<file path="src/rtl/vga_pkg.sv">
// rtl/vga_pkg.sv - shared fetch-state encoding and line geometry constants for the VGA path
package vga_pkg;

    typedef enum logic [1:0] {
        ST_IDLE = 2'd0,
        ST_REQ  = 2'd1,
        ST_DATA = 2'd2
    } fetch_state_t;

    localparam int          LINE_NUM_W   = 10;
    localparam int          WORD_CNT_W   = 11;
    localparam logic [10:0] WORDS_MODE0  = 11'd640;
    localparam logic [10:0] WORDS_MODE1  = 11'd1024;

    // Words per scan line for the selected video mode.
    function automatic logic [10:0] line_words(input logic mode);
        return mode ? WORDS_MODE1 : WORDS_MODE0;
    endfunction

endpackage

</file>
<file path="src/rtl/pulse_sync_rise.sv">
// rtl/pulse_sync_rise.sv - two-flop synchronizer with registered rising-edge detect
module pulse_sync_rise (
    input  logic clk,
    input  logic rst_n,
    input  logic din,
    output logic rise
);

    // sh[1:0] is the metastability chain, sh[2] holds the previous synced level
    logic [2:0] sh;

    // Shift the asynchronous level through the chain and the edge register
    always_ff @(posedge clk or negedge rst_n) begin
        if (!rst_n) begin
            sh <= 3'b000;
        end else begin
            sh <= {sh[1:0], din};
        end
    end

    assign rise = sh[1] & ~sh[2];

endmodule

</file>
<file path="src/rtl/vga_line_fetch.sv">
// rtl/vga_line_fetch.sv - burst-fetches a frame line into ping-pong line buffer A or B; optional VGA_FETCH_UNDERRUN_CNT_EN adds underrun_cnt
module vga_line_fetch
    import vga_pkg::*;
#(
    parameter int LINE_STRIDE = 1024,
    parameter int BURST_LEN   = 8,
    parameter int AW          = 24
) (
    input  logic          sys_clk,
    input  logic          sys_rst_n,
    input  logic          vga_mode,
    input  logic [AW-1:0] frame_base,
    input  logic          read_buff_req,
    input  logic          read_buff_A_B,
    input  logic [9:0]    read_buff_addr,
    output logic          mem_rd_req,
    output logic [AW-1:0] mem_rd_addr,
    input  logic          mem_rd_ack,
    input  logic [15:0]   mem_rdata,
    input  logic          mem_rdata_valid,
    output logic [9:0]    buff_writeA_addr,
    output logic [15:0]   buff_writeA_data,
    output logic          buff_writeA_en,
    output logic [9:0]    buff_writeB_addr,
    output logic [15:0]   buff_writeB_data,
    output logic          buff_writeB_en,
`ifdef VGA_FETCH_UNDERRUN_CNT_EN
    output logic [15:0]   underrun_cnt,
`endif
    output logic          busy,
    output logic          underrun
);

    localparam int BW = (BURST_LEN > 1) ? $clog2(BURST_LEN) : 1;
    localparam logic [BW-1:0] BEAT_LAST = BW'(BURST_LEN - 1);

    fetch_state_t             state;
    logic                     start;

    // Line currently being fetched
    logic                     cur_ab;
    logic [LINE_NUM_W-1:0]    cur_line;
    logic                     cur_mode;
    logic [AW-1:0]            cur_base;
    logic [WORD_CNT_W-1:0]    word_idx;
    logic [BW-1:0]            beat;

    // Line requested while busy, fetched once the current burst drains
    logic                     pend_valid;
    logic                     pend_ab;
    logic [LINE_NUM_W-1:0]    pend_line;
    logic                     pend_mode;
    logic [AW-1:0]            pend_base;

    // Line to restart on at burst completion: a same-cycle start beats the latched one
    logic                     take_ab;
    logic [LINE_NUM_W-1:0]    take_line;
    logic                     take_mode;
    logic [AW-1:0]            take_base;

    logic                     wr_strobe;
    logic                     burst_done;
    logic [WORD_CNT_W-1:0]    word_next;

    function automatic logic [AW-1:0] burst_addr(input logic [AW-1:0] base,
                                                 input logic [LINE_NUM_W-1:0] line,
                                                 input logic [WORD_CNT_W-1:0] idx);
        return base + AW'(line) * AW'(LINE_STRIDE) + AW'(idx);
    endfunction

    pulse_sync_rise u_req_sync (
        .clk   (sys_clk),
        .rst_n (sys_rst_n),
        .din   (read_buff_req),
        .rise  (start)
    );

    assign take_ab    = start ? read_buff_A_B  : pend_ab;
    assign take_line  = start ? read_buff_addr : pend_line;
    assign take_mode  = start ? vga_mode       : pend_mode;
    assign take_base  = start ? frame_base     : pend_base;

    assign busy       = (state != ST_IDLE);
    assign underrun   = start & busy;
    assign wr_strobe  = (state == ST_DATA) & mem_rdata_valid;
    assign burst_done = wr_strobe & (beat == BEAT_LAST);
    assign word_next  = word_idx + 11'd1;

    // Data strobes land in the selected buffer in the same cycle; idle outputs are held at zero
    assign buff_writeA_en   = wr_strobe & ~cur_ab;
    assign buff_writeA_addr = buff_writeA_en ? word_idx[9:0] : 10'd0;
    assign buff_writeA_data = buff_writeA_en ? mem_rdata : 16'd0;
    assign buff_writeB_en   = wr_strobe & cur_ab;
    assign buff_writeB_addr = buff_writeB_en ? word_idx[9:0] : 10'd0;
    assign buff_writeB_data = buff_writeB_en ? mem_rdata : 16'd0;

    // Fetch sequencer: request a burst, count its data strobes, then advance, restart or finish
    always_ff @(posedge sys_clk or negedge sys_rst_n) begin
        if (!sys_rst_n) begin
            state       <= ST_IDLE;
            cur_ab      <= 1'b0;
            cur_line    <= '0;
            cur_mode    <= 1'b0;
            cur_base    <= '0;
            word_idx    <= '0;
            beat        <= '0;
            pend_valid  <= 1'b0;
            pend_ab     <= 1'b0;
            pend_line   <= '0;
            pend_mode   <= 1'b0;
            pend_base   <= '0;
            mem_rd_req  <= 1'b0;
            mem_rd_addr <= '0;
        end else begin
            case (state)
                ST_IDLE: begin
                    if (start) begin
                        cur_ab      <= read_buff_A_B;
                        cur_line    <= read_buff_addr;
                        cur_mode    <= vga_mode;
                        cur_base    <= frame_base;
                        word_idx    <= '0;
                        beat        <= '0;
                        mem_rd_req  <= 1'b1;
                        mem_rd_addr <= burst_addr(frame_base, read_buff_addr, '0);
                        state       <= ST_REQ;
                    end
                end

                ST_REQ: begin
                    if (mem_rd_req && mem_rd_ack) begin
                        // The burst is committed; a racing start must wait for it to drain
                        mem_rd_req <= 1'b0;
                        beat       <= '0;
                        state      <= ST_DATA;
                        if (start) begin
                            pend_valid <= 1'b1;
                            pend_ab    <= read_buff_A_B;
                            pend_line  <= read_buff_addr;
                            pend_mode  <= vga_mode;
                            pend_base  <= frame_base;
                        end
                    end else if (start) begin
                        // Abort the unacknowledged request; re-raise next cycle with the new address
                        cur_ab      <= read_buff_A_B;
                        cur_line    <= read_buff_addr;
                        cur_mode    <= vga_mode;
                        cur_base    <= frame_base;
                        word_idx    <= '0;
                        mem_rd_req  <= 1'b0;
                        mem_rd_addr <= burst_addr(frame_base, read_buff_addr, '0);
                    end else if (!mem_rd_req) begin
                        mem_rd_req <= 1'b1;
                    end
                end

                ST_DATA: begin
                    if (start) begin
                        pend_valid <= 1'b1;
                        pend_ab    <= read_buff_A_B;
                        pend_line  <= read_buff_addr;
                        pend_mode  <= vga_mode;
                        pend_base  <= frame_base;
                    end
                    if (wr_strobe) begin
                        word_idx <= word_next;
                        beat     <= beat + 1'b1;
                    end
                    if (burst_done) begin
                        if (start || pend_valid) begin
                            cur_ab      <= take_ab;
                            cur_line    <= take_line;
                            cur_mode    <= take_mode;
                            cur_base    <= take_base;
                            word_idx    <= '0;
                            pend_valid  <= 1'b0;
                            mem_rd_req  <= 1'b1;
                            mem_rd_addr <= burst_addr(take_base, take_line, '0);
                            state       <= ST_REQ;
                        end else if (word_next == line_words(cur_mode)) begin
                            state <= ST_IDLE;
                        end else begin
                            mem_rd_req  <= 1'b1;
                            mem_rd_addr <= burst_addr(cur_base, cur_line, word_next);
                            state       <= ST_REQ;
                        end
                    end
                end

                default: state <= ST_IDLE;
            endcase
        end
    end

`ifdef VGA_FETCH_UNDERRUN_CNT_EN
    // Saturating tally of underrun pulses
    always_ff @(posedge sys_clk or negedge sys_rst_n) begin
        if (!sys_rst_n) begin
            underrun_cnt <= 16'd0;
        end else if (underrun && (underrun_cnt != 16'hFFFF)) begin
            underrun_cnt <= underrun_cnt + 16'd1;
        end
    end
`endif

endmodule
</file>
<file path="config.mk">
export PLATFORM = sky130hd
export DESIGN_NAME = vga_line_fetch
export DESIGN_NICKNAME = d
export VERILOG_FILES = /design/src/rtl/vga_pkg.sv /design/src/rtl/pulse_sync_rise.sv /design/src/rtl/vga_line_fetch.sv
export SDC_FILE = /design/constraint.sdc
export NUM_CORES = 1
export LEC_CHECK = 0
export BUFFER_PORTS_ARGS = -buffer_cell sky130_fd_sc_hd__buf_2
export CAP_MARGIN = 0
export CORE_MARGIN = 4
export CORE_UTILIZATION = 47
export DETAILED_ROUTE_END_ITERATION = 12
export PLACE_DENSITY = 0.73
export SKIP_LAST_GASP = 1
export SYNTH_ARGS = -nofsm -noshare
export SYNTH_HDL_FRONTEND = slang
export SYNTH_SLANG_ARGS = --single-unit
</file>
<file path="constraint.sdc">
create_clock -name sys_clk -period 6.1 [get_ports sys_clk]
set_input_delay 0.915 -clock sys_clk [delete_from_list [all_inputs] [get_ports sys_clk]]
set_output_delay 0.915 -clock sys_clk [all_outputs]
set_load 0.01 [all_outputs]
</file>
==> flow_summary.toml <==
[clocking]
postCtsHoldBufs = 0
post_cts_setup_driven_buffer_insertion_count = 0
cts_tree = "yes"
cts_buffer_count = 17
clkTransAtPathRegs_ns = 0.06
clk_root_buffer_cell = "sky130_fd_sc_hd__clkbuf_16"
ctsResizeCount = 0
insertion_delay_of_the_later_clocked_pin_in_the_worst_skew_pair_ns = 0.44
htree_num_levels = 4
cts_sinks = 117
clock_tree.buffer_depth = 2

[yosys]
synthMuxAreaShare = 0.0689
post_synth_fa_ha_maj_area_fraction = 0.104
synth_top_family_by_area = "compound AO/OA/AOI/OAI gates"
synth_cells = 972
synth-simple-area-share = 0.181
syn-mean-instance-area_um2 = 8.57
postSynthRegisterBits = 117
synth_ff_type = "sky130_fd_sc_hd__dfrtp_1"
synth.net_count = 1096
ys_seq_area_frac = 0.351
compound_cell_area_share_of_the_yosys_netlist = 0.204
synth-edff-count = 0
synth_cell_types = 61
synth_warnings = 0
synth_async_sr_flop_share = 1.00
synth-xor-area-share = 0.0441
synthesis.area_um2 = 8330

[critical_path]
reg2reg_slack_ns = 1.64
critical-path-max-stage-delay_ns = 0.49
crit-reg2reg-launch = "word_idx[0]$_DFFE_PN0P_"
crit_fanout = 7
critPathKind = "reg -> reg"
worst_ep_arrival_time_ns = 4.78
critPathBufInv = 0
worst_path_cell_trace = "ha_1 -> nand2_1 -> nor4_1 -> xor2_1 -> fa_1 -> ha_1 -> a21o_1 -> a21o_1 -> a221o_1 -> a31o_2 -> o21ai_0 -> o31ai_1 -> mux2_2 -> o22a_1"
crit_path_start = "word_idx[0]$_DFFE_PN0P_"
cp_top_family = "compound AO/OA/AOI/OAI gates"
crit_path_end_kind = "flop"
cp_data_required_time_ns = 6.42
setup.worst_path.start_class = "flop"
critical-path-slowest-cell = "sky130_fd_sc_hd__fa_1"

[sta]
achievable-frequency_mhz = 224
timing_max_transition_violations_final = 0
finalSetupViolCount = 0
fin_crit_ns = 4.46
skew_ns = 0.0118
grt_setup_unrepaired = "no"
number_of_hold_violations_in_the_final_report = 0
min_period_over_period = 0.731
measured_slew_at_the_worst_slew_check_pin_ns = 1.21
fin_setup_tns_ns = 0
timing.slew.headroom = 0.188

[floorplanning]
initial_core_util = 0.480
ioPinCount = 138
fp.coreArea_um2 = 17400
dieHeight_um = 141
rows = 48
dieArea_um2 = 19900
die_w_um = 141

[power_and_ir_drop]
power.density_cell_area_nw_per_um2 = 515
ir_drop_uv = 261
total_leakage_power_nw = 4.64

[placed_design]
place_congestion = 0.905
detailed_place.area_um2 = 9170
buffer_ports.inserted = 137
dp.final_hpwl_mm = 16.5

[min_path]
hold_path.class = "reg -> reg"
timing.hold.worst.start = "u_req_sync.sh[0]$_DFF_PN0_"

[grt]
vias_in_the_first_global_route = 7264
grt_pass1_wl_mm = 36.9
globalRouteTotalUtil = 0.231
globalRouteOverflowTotal = 0
grt_antenna_before_repair = 0
grt_max_degree = 66

[final_layout]
final_cell_area_um2 = 9750
multi_input_comb_area_um2 = 5030
fillers = 1568
areaGrowthSynthToFinish_pct = 17.0
final_core_util = 0.562
drive_above_1_share = 0.191
design.final.nets = 1210
antenna-diode-count = 0
final-seq-area_um2 = 2930

[detailed_routing]
drtPass1Iterations = 5
routed_wire_length_per_instance_um = 17.2
detail_route.drc_violations = 0
drt-total-wl_mm = 22.7
drt.antenna.violating_nets = 0
detail_route.vias_per_cell = 5.66
drt_iter0_markers = 564
detailroute.via_count = 7498

[status]
result_of_the_run = "completed"

[run]
maxCapViolCount = 0
-- logic make-up (layout without fill, tap and decap cells) --
group,after synthesis,count (layout)
buf+inv,94,221
fa+ha+maj,67,67
flops,117,117
simple gates,317,317
mux,55,55
compound gates,280,280
xor+xnor,42,42
-- synth_stat cells, types with 2 or more instances --
cell type	instances	area [µm²]
sky130_fd_sc_hd__a211o_1	5	43.8
sky130_fd_sc_hd__a211oi_1	8	60.1
sky130_fd_sc_hd__a21boi_0	3	22.5
sky130_fd_sc_hd__a21o_1	9	67.6
sky130_fd_sc_hd__a21oi_1	91	455
sky130_fd_sc_hd__a31oi_1	11	68.8
sky130_fd_sc_hd__a41oi_1	2	17.5
sky130_fd_sc_hd__and2_1	59	369
sky130_fd_sc_hd__and3_1	9	56.3
sky130_fd_sc_hd__buf_1	3	11.3
sky130_fd_sc_hd__buf_2	4	20.0
sky130_fd_sc_hd__buf_6	3	33.8
sky130_fd_sc_hd__clkbuf_1	41	154
sky130_fd_sc_hd__dfrtp_1	117	2930
sky130_fd_sc_hd__fa_1	4	80.1
sky130_fd_sc_hd__ha_1	63	788
sky130_fd_sc_hd__inv_1	41	154
sky130_fd_sc_hd__mux2_2	19	214
sky130_fd_sc_hd__mux2i_1	36	360
sky130_fd_sc_hd__nand2_1	83	312
sky130_fd_sc_hd__nand2b_1	13	81.3
sky130_fd_sc_hd__nand3_1	15	75.1
sky130_fd_sc_hd__nand4_1	3	18.8
sky130_fd_sc_hd__nand4b_1	2	17.5
sky130_fd_sc_hd__nor2_1	99	372
sky130_fd_sc_hd__nor2b_1	7	43.8
sky130_fd_sc_hd__nor3_1	13	65.1
sky130_fd_sc_hd__nor4_1	2	12.5
sky130_fd_sc_hd__o2111ai_1	2	17.5
sky130_fd_sc_hd__o211ai_1	25	188
sky130_fd_sc_hd__o21a_1	9	67.6
sky130_fd_sc_hd__o21ai_0	71	355
sky130_fd_sc_hd__o21ai_1	3	15.0
sky130_fd_sc_hd__o21bai_1	2	15.0
sky130_fd_sc_hd__o221a_2	3	33.8
sky130_fd_sc_hd__o221ai_1	2	17.5
sky130_fd_sc_hd__o22a_1	2	17.5
sky130_fd_sc_hd__o22ai_1	18	113
sky130_fd_sc_hd__o31a_1	2	17.5
sky130_fd_sc_hd__o31ai_1	2	15.0
sky130_fd_sc_hd__or2_2	2	12.5
sky130_fd_sc_hd__or3_1	3	18.8
sky130_fd_sc_hd__or4_1	3	22.5
sky130_fd_sc_hd__xnor2_1	26	228
sky130_fd_sc_hd__xor2_1	16	140
-- flip-flops by register name (all words and copies together) (netlist names), 2 cells and up --
| signal | flops |
|---|---|
| beat | 3 |
| u_req_sync.sh | 3 |
| word_idx | 11 |
| state | 2 |
| pend_line | 10 |
| cur_line | 10 |
| pend_base | 24 |
| cur_base | 24 |
| mem_rd_addr | 24 |
-- cell type report --
class	instances	area share
multi-input cells	761	0.516
clock buffers	17	0.0436
repair buffers	147	0.0783
clock inverters	15	0.0162
flip-flops and latches	117	0.300
inverters	42	0.0162
well taps	225	0.0289
-- report_power, final --
part | internal (mW) | switching, mW
combinational | 1.09 | 1.53
sequential | 1.12 | 0.298
clock | 0.601 | 0.394
total | 2.81 | 2.22
-- per-layer routing --
layer  vias to the layer above  track usage  wire length [µm]
met5                         -            0                 0
met4                         0       0.0592               300
met3                        27       0.0560              1410
met2                       232        0.376             10800
met1                      3565        0.310             10200
li1                       3674            -                 -
-- worst paths after layout --
kind                                                     to  cells past startpoint
worst max-delay path            mem_rd_addr[20]$_DFFE_PN0P_                     14
worst min-delay path             u_req_sync.sh[1]$_DFF_PN0_                      0
worst max register to register  mem_rd_addr[20]$_DFFE_PN0P_                     14
worst min register to register   u_req_sync.sh[1]$_DFF_PN0_                      0
max in group asynchronous          pend_line[4]$_DFFE_PN0P_                      2
min in group asynchronous        mem_rd_addr[6]$_DFFE_PN0P_                      1
-- placed cells by master (no fill, tap or decap), drive strengths merged, types with 9 or more instances in the layout --
| cell type | count |
|---|---|
| ha | 63 |
| a21o | 9 |
| o22ai | 18 |
| mux2i | 36 |
| a21oi | 91 |
| and2 | 59 |
| mux2 | 19 |
| nor3 | 13 |
| clkbuf | 17 |
| buf | 147 |
| a31oi | 11 |
| and3 | 9 |
| nor2 | 99 |
| xor2 | 16 |
| o21ai | 74 |
| nand3 | 16 |
| nand2b | 13 |
| dfrtp | 117 |
| xnor2 | 26 |
| nand2 | 83 |
| o211ai | 25 |
| inv | 43 |
| o21a | 9 |
-- through the flow --
| step | setup WS (ns) | hold WS, ns | power, mW | std cells |
|---|---|---|---|---|
| global route | 1.32 | 0.366 | 5.43 | 1324 |
| detailed placement | 1.69 | 0.344 | 4.00 | 1292 |
| global placement | 1.86 | 0.335 | 3.93 | 1292 |
| CTS | 1.65 | 0.358 | 5.02 | 1324 |
| floorplan | 2.16 | 0.331 | 3.27 | 972 |
| finish | 1.64 | 0.355 | 5.02 | 1324 |
Note: power is estimated with default switching activity, not from simulation.
